--- config.mk ---
export PLATFORM = sky130hd
export DESIGN_NAME = pong_match_ctrl
export DESIGN_NICKNAME = d
export VERILOG_FILES = /design/src/rtl/pong_match_ctrl.sv
export SDC_FILE = /design/constraint.sdc
export NUM_CORES = 1
export LEC_CHECK = 0
export ABC_AREA = 1
export CORE_ASPECT_RATIO = 0.5
export CORE_MARGIN = 4
export CORE_UTILIZATION = 50
export DETAILED_ROUTE_END_ITERATION = 8
export PLACE_DENSITY = 0.76
export SYNTH_ARGS = -nofsm -noshare
export SYNTH_HDL_FRONTEND = slang
export SYNTH_SLANG_ARGS = --single-unit
--- constraint.sdc ---
create_clock -name i_Clk -period 1.79 [get_ports i_Clk]
set_input_delay 0.358 -clock i_Clk [delete_from_list [all_inputs] [get_ports i_Clk]]
set_output_delay 0.358 -clock i_Clk [all_outputs]
set_load 0.005 [all_outputs]
--- src/rtl/pong_match_ctrl.sv ---
// pong_match_ctrl: match sequencer for PONG; gates paddles/ball, scores misses, picks serve direction, declares winner
//   i_Clk           system clock (pixel clock domain)
//   i_Rst_n         asynchronous active-low reset
//   i_start         start/restart button level (debounced)
//   i_miss_left     1-cycle pulse, ball passed left edge (right player scores)
//   i_miss_right    1-cycle pulse, ball passed right edge (left player scores)
//   o_paddle_enable paddle enable, 0 holds paddles at centre
//   o_ball_enable   ball enable, 0 holds ball at centre
//   o_serve_dir     0 serve toward left player, 1 toward right player
//   o_score_left    left player score
//   o_score_right   right player score
//   o_winner        00 none, 01 left, 10 right
//   o_state         FSM state encoding
module pong_match_ctrl #(
    parameter int SERVE_DELAY_CYCLES = 25_000_000,
    parameter int POINT_HOLD_CYCLES  = 50_000_000,
    parameter int WIN_SCORE          = 7,
    parameter int SCORE_W            = 4
) (
    input  logic               i_Clk,
    input  logic               i_Rst_n,
    input  logic               i_start,
    input  logic               i_miss_left,
    input  logic               i_miss_right,
    output logic               o_paddle_enable,
    output logic               o_ball_enable,
    output logic               o_serve_dir,
    output logic [SCORE_W-1:0] o_score_left,
    output logic [SCORE_W-1:0] o_score_right,
    output logic [1:0]         o_winner,
    output logic [2:0]         o_state
);
    typedef enum logic [2:0] {
        IDLE      = 3'd0,
        SERVE     = 3'd1,
        PLAY      = 3'd2,
        POINT     = 3'd3,
        GAME_OVER = 3'd4
    } state_t;

    localparam logic [31:0]        SERVE_LAST = 32'(SERVE_DELAY_CYCLES - 1);
    localparam logic [31:0]        POINT_LAST = 32'(POINT_HOLD_CYCLES - 1);
    localparam logic [SCORE_W-1:0] WIN        = SCORE_W'(WIN_SCORE);

    state_t             state, state_nxt;
    logic [31:0]        cnt, cnt_nxt;
    logic [SCORE_W-1:0] sl_nxt, sr_nxt, sl_inc, sr_inc;
    logic [1:0]         win_nxt;
    logic               dir_nxt, start_q, start_edge, state_ok;

    assign start_edge = i_start & ~start_q;
    assign sl_inc     = o_score_left + SCORE_W'(1);
    assign sr_inc     = o_score_right + SCORE_W'(1);
    assign state_ok   = state inside {IDLE, SERVE, PLAY, POINT, GAME_OVER};
    assign o_state    = state;

    always_ff @(posedge i_Clk or negedge i_Rst_n) begin
        if (!i_Rst_n) begin
            state           <= IDLE;
            cnt             <= '0;
            start_q         <= 1'b1;
            o_score_left    <= '0;
            o_score_right   <= '0;
            o_winner        <= 2'b00;
            o_serve_dir     <= 1'b0;
            o_paddle_enable <= 1'b0;
            o_ball_enable   <= 1'b0;
        end else begin
            state           <= state_nxt;
            cnt             <= cnt_nxt;
            start_q         <= i_start;
            o_score_left    <= sl_nxt;
            o_score_right   <= sr_nxt;
            o_winner        <= win_nxt;
            o_serve_dir     <= dir_nxt;
            o_paddle_enable <= state_nxt == SERVE || state_nxt == PLAY;
            o_ball_enable   <= state_nxt == PLAY;
        end
    end

    always_comb begin
        state_nxt = state;
        cnt_nxt   = cnt;
        sl_nxt    = o_score_left;
        sr_nxt    = o_score_right;
        win_nxt   = o_winner;
        dir_nxt   = o_serve_dir;
        case (state)
            IDLE, GAME_OVER: ;
            SERVE: begin
                state_nxt = cnt == SERVE_LAST ? PLAY : SERVE;
                cnt_nxt   = cnt == SERVE_LAST ? '0 : cnt + 32'd1;
            end
            PLAY: begin
                cnt_nxt = '0;
                if (i_miss_left && i_miss_right) begin
                    dir_nxt   = ~o_serve_dir;
                    state_nxt = POINT;
                end else if (i_miss_left) begin
                    sr_nxt    = sr_inc;
                    dir_nxt   = 1'b0;
                    state_nxt = sr_inc == WIN ? GAME_OVER : POINT;
                    win_nxt   = sr_inc == WIN ? 2'b10 : 2'b00;
                end else if (i_miss_right) begin
                    sl_nxt    = sl_inc;
                    dir_nxt   = 1'b1;
                    state_nxt = sl_inc == WIN ? GAME_OVER : POINT;
                    win_nxt   = sl_inc == WIN ? 2'b01 : 2'b00;
                end
            end
            POINT: begin
                state_nxt = cnt == POINT_LAST ? SERVE : POINT;
                cnt_nxt   = cnt == POINT_LAST ? '0 : cnt + 32'd1;
            end
            default: state_nxt = IDLE;
        endcase
        // a start press (re)starts the match from any legal state, overriding same-cycle misses
        if (start_edge && state_ok) begin
            state_nxt = SERVE;
            cnt_nxt   = '0;
            sl_nxt    = '0;
            sr_nxt    = '0;
            win_nxt   = 2'b00;
            dir_nxt   = 1'b0;
        end
    end
endmodule

==> flow_metrics.env <==
export IMPL_status="completed"
export IMPL_finClkSkew_ps=10.91
export IMPL_cts_root_buf="clkbuf_16"
export IMPL_synth_async_reset_ratio_pct=100.0
export IMPL_path_class="reg -> reg"
export IMPL_worst_ep_arrival_time_ps=1960
export IMPL_antenna_cells_inserted=0
export IMPL_setup_ws_ps=12.13
export IMPL_max_stage_delay_ps=370
export IMPL_start_util_pct=53.49
export IMPL_ir_worst_vdd_uv=469.2
export IMPL_yosys_top_cells_area="dfrtp_1 (36%), nand2_1 (15%), nor2_1 (8.7%), nand3_1 (6.8%), inv_1 (6.8%)"
export IMPL_clock_sinks=49
export IMPL_max_freq_ghz=0.5625
export IMPL_crit_chain="ha_2 > nand3_4 > nor2_4 > nand3_2 > nor2_2 > nand2_2 > nand2_2 > nand2_2 > nand2_4 > nand2_8 > o21ai_2 > nor2_1"
export IMPL_cts_buffers=5
export IMPL_worst_pin_slew_ps=309.4
export IMPL_post_place_ws_ps=-178.7
export IMPL_coreArea_um2=6306
export IMPL_critPathRequiredTime_ps=1970
export IMPL_drc=0
export IMPL_hold_viol=0
export IMPL_cp_start_kind="flop"
export IMPL_yosys_warnings=0
export IMPL_period_minus_slack_ps=1778
export IMPL_drt_pass1_iterations=5
export IMPL_ios=21
export IMPL_synth_ff_type="dfrtp_1"
export IMPL_crit_slowest_cell="dfrtp_1"
export IMPL_final_nets=578
export IMPL_power_density_nw_per_um2=639.6
export IMPL_die_w_um=124.2
export IMPL_synth_top_area_share_pct=35.61
export IMPL_p_leak_uw=0.001981
export IMPL_clk_pin_slew_worst_paths_ps=70
export IMPL_yosysTopAreaCell="dfrtp_1"
export IMPL_drt_iter0_drc=371
export IMPL_detail_route_wl_per_cell_um=14.69
export IMPL_area_growth_pct=29.34
export IMPL_port_buffer_count=20
export IMPL_ant_nets=0
export IMPL_grt_pass1_wl_um=16110
export IMPL_netlist_top_cells_count="nand2_1 (139), nor2_1 (78), inv_1 (61)"
export IMPL_hold_class="in -> async"
export IMPL_cp_common_cell="nand2_2"
export IMPL_overflow=0
export IMPL_setup_tns_ps=0
export IMPL_routabilityCongestion=0.9444
export IMPL_crit_path_end_kind="flop"
export IMPL_wl_um=9654
export IMPL_critical_path_max_fanout=7
export IMPL_slew_violations=0
export IMPL_vias=3538
export IMPL_max_slew_margin_pct=79.37
export IMPL_post_dp_hpwl_um=7139
export IMPL_synth_seq_cells=49
export IMPL_synth_fp_nets=509
export IMPL_grt_max_degree=24
export IMPL_rsz0062_at_grt="true"
export IMPL_grt_pass1_vias=3389
export IMPL_syn_avg_cell_area_um2=6.760
export IMPL_gr_usage_all_layers_pct=25.33
export IMPL_cts_tree="done"
export IMPL_postSynthCellCount=499
export IMPL_fp_dieH_um=66.08
export IMPL_row_count=20
export IMPL_post_route_period_util_pct=99.32
export IMPL_antenna_found_initial=0
export IMPL_die_area_um2=8204
export IMPL_drv_cap=0
export IMPL_path_buf_inv=0
export IMPL_drive_gt1_share_pct=22.85
export IMPL_synth_cell_types=36
export IMPL_synth_cell_area_um2=3373
export IMPL_synth_edf_count=0
export IMPL_synth_most_common_cell="nand2_1"
export IMPL_path_delay_family="simple AND/OR/NAND/NOR gates"
export IMPL_ys_seq_area_share_pct=36.39
export IMPL_via_per_inst=5.385
export IMPL_cts_max_level=2
export IMPL_clock_path_buffers=2
export IMPL_clk_latency_ps=300
export IMPL_setup_violations=0
-- layer usage --
metal / vias up / wire length [um] / global-route usage (%)
met5: - / 0 / 0
met4: 0 / 148 / 6.958
met3: 15 / 676 / 5.299
met2: 128 / 4433 / 41.40
met1: 1666 / 4396 / 34.28
li1: 1729 / - / -
-- worst register-to-register path, cell delays in order (launching register included) --
cell and delay, ps:
dfrtp_1 370, ha_2 220, nand3_4 100, nor2_4 140, nand3_2 90, nor2_2 110
nand2_2 100, nand2_2 100, nand2_2 60, nand2_4 100, nand2_8 120, o21ai_2 80
nor2_1 70
-- area by class of cell --
class	count	area (um^2)
repair buffers	69	578.1
flip-flops and latches	49	1234
inverters	68	270.3
well taps	88	110.1
fillers	526	1943
clock inverters	2	38.79
clock buffers	6	128.9
repair inverters	2	32.53
multi-input cells	373	1971
-- placed cells by master (no fill, tap or decap), types with 2 or more instances in the layout --
cell,instances
inv_1,59
xor2_1,11
a21oi_1,11
nor3_1,11
nand2_1,134
o21ai_0,13
xnor2_1,3
dfrtp_2,5
clkbuf_16,5
o22ai_1,2
o31ai_1,3
dfrtp_1,43
nor2_2,26
ha_1,4
o21ai_1,4
o21ai_2,4
nor2_1,56
nor2_4,8
nor3_2,2
inv_2,7
nand2_4,2
clkdlybuf4s50_1,19
nand2_2,7
clkinv_8,3
nand3_2,2
nand4_1,16
nand3_1,43
buf_4,47
-- metrics by stage --
step / hold WS [ps] / std cells / total power (uW) / util (%) / instance area [um^2]
6_report: 455.7 / 657 / 2791 / 69.19 / 4363
5_1_grt: 481.9 / 657 / 2918 / 69.19 / 4363
4_1_cts: 475.1 / 653 / 2753 / 66.13 / 4170
3_5_place_dp: 246.5 / 644 / 1640 / 63.06 / 3976
3_3_place_gp: 245.1 / 644 / 1636 / 63.06 / 3976
2_1_floorplan: 62.41 / 499 / 1443 / - / 3373
-- worst paths after layout --
kind	to	start	cells after the start	slack (ps)
setup / recovery	cnt[11]	cnt[0]	12	10
hold / removal	o_winner[0]	i_Rst_n	2	460
setup reg to reg	cnt[11]	cnt[0]	12	10
hold reg to reg	cnt[31]	cnt[31]	2	550
max in group asynchronous	start_q	i_Rst_n	3	730
min in group i_Clk	start_q	i_start	1	490
-- power by group --
group | internal, uW | switching (uW) | total [uW]
combinational | 204 | 212 | 416
sequential | 1180 | 79.4 | 1260
clock | 664 | 454 | 1120
total | 2040 | 746 | 2790
-- flip-flops by register name, summed over array words and instances (netlist names) --
signal           cells
cnt                 32
o_score_left         4
o_score_right        4
o_state              3
o_winner             2
o_ball_enable        1
o_paddle_enable      1
o_serve_dir          1
start_q              1
-- repair_timing --
action / 4_1_cts / 5_1_grt
buffers inserted: 0 / 2
hold endpoints to repair: 8 / 0
pin swaps: 1 / 10
cloned: 0 / 2
gates resized for setup: 6 / 53
hold buffers: 1 / 0
setup endpoints to repair: 20 / 30
-- logic make-up after synthesis --
logic type,synth area share [%]
compound gates,7.456
buf+inv,9.570
xor+xnor,3.635
simple gates,41.10
flops,36.39
fa+ha+maj,1.855
No activity file was read; power rests on OpenSTA's default activity.
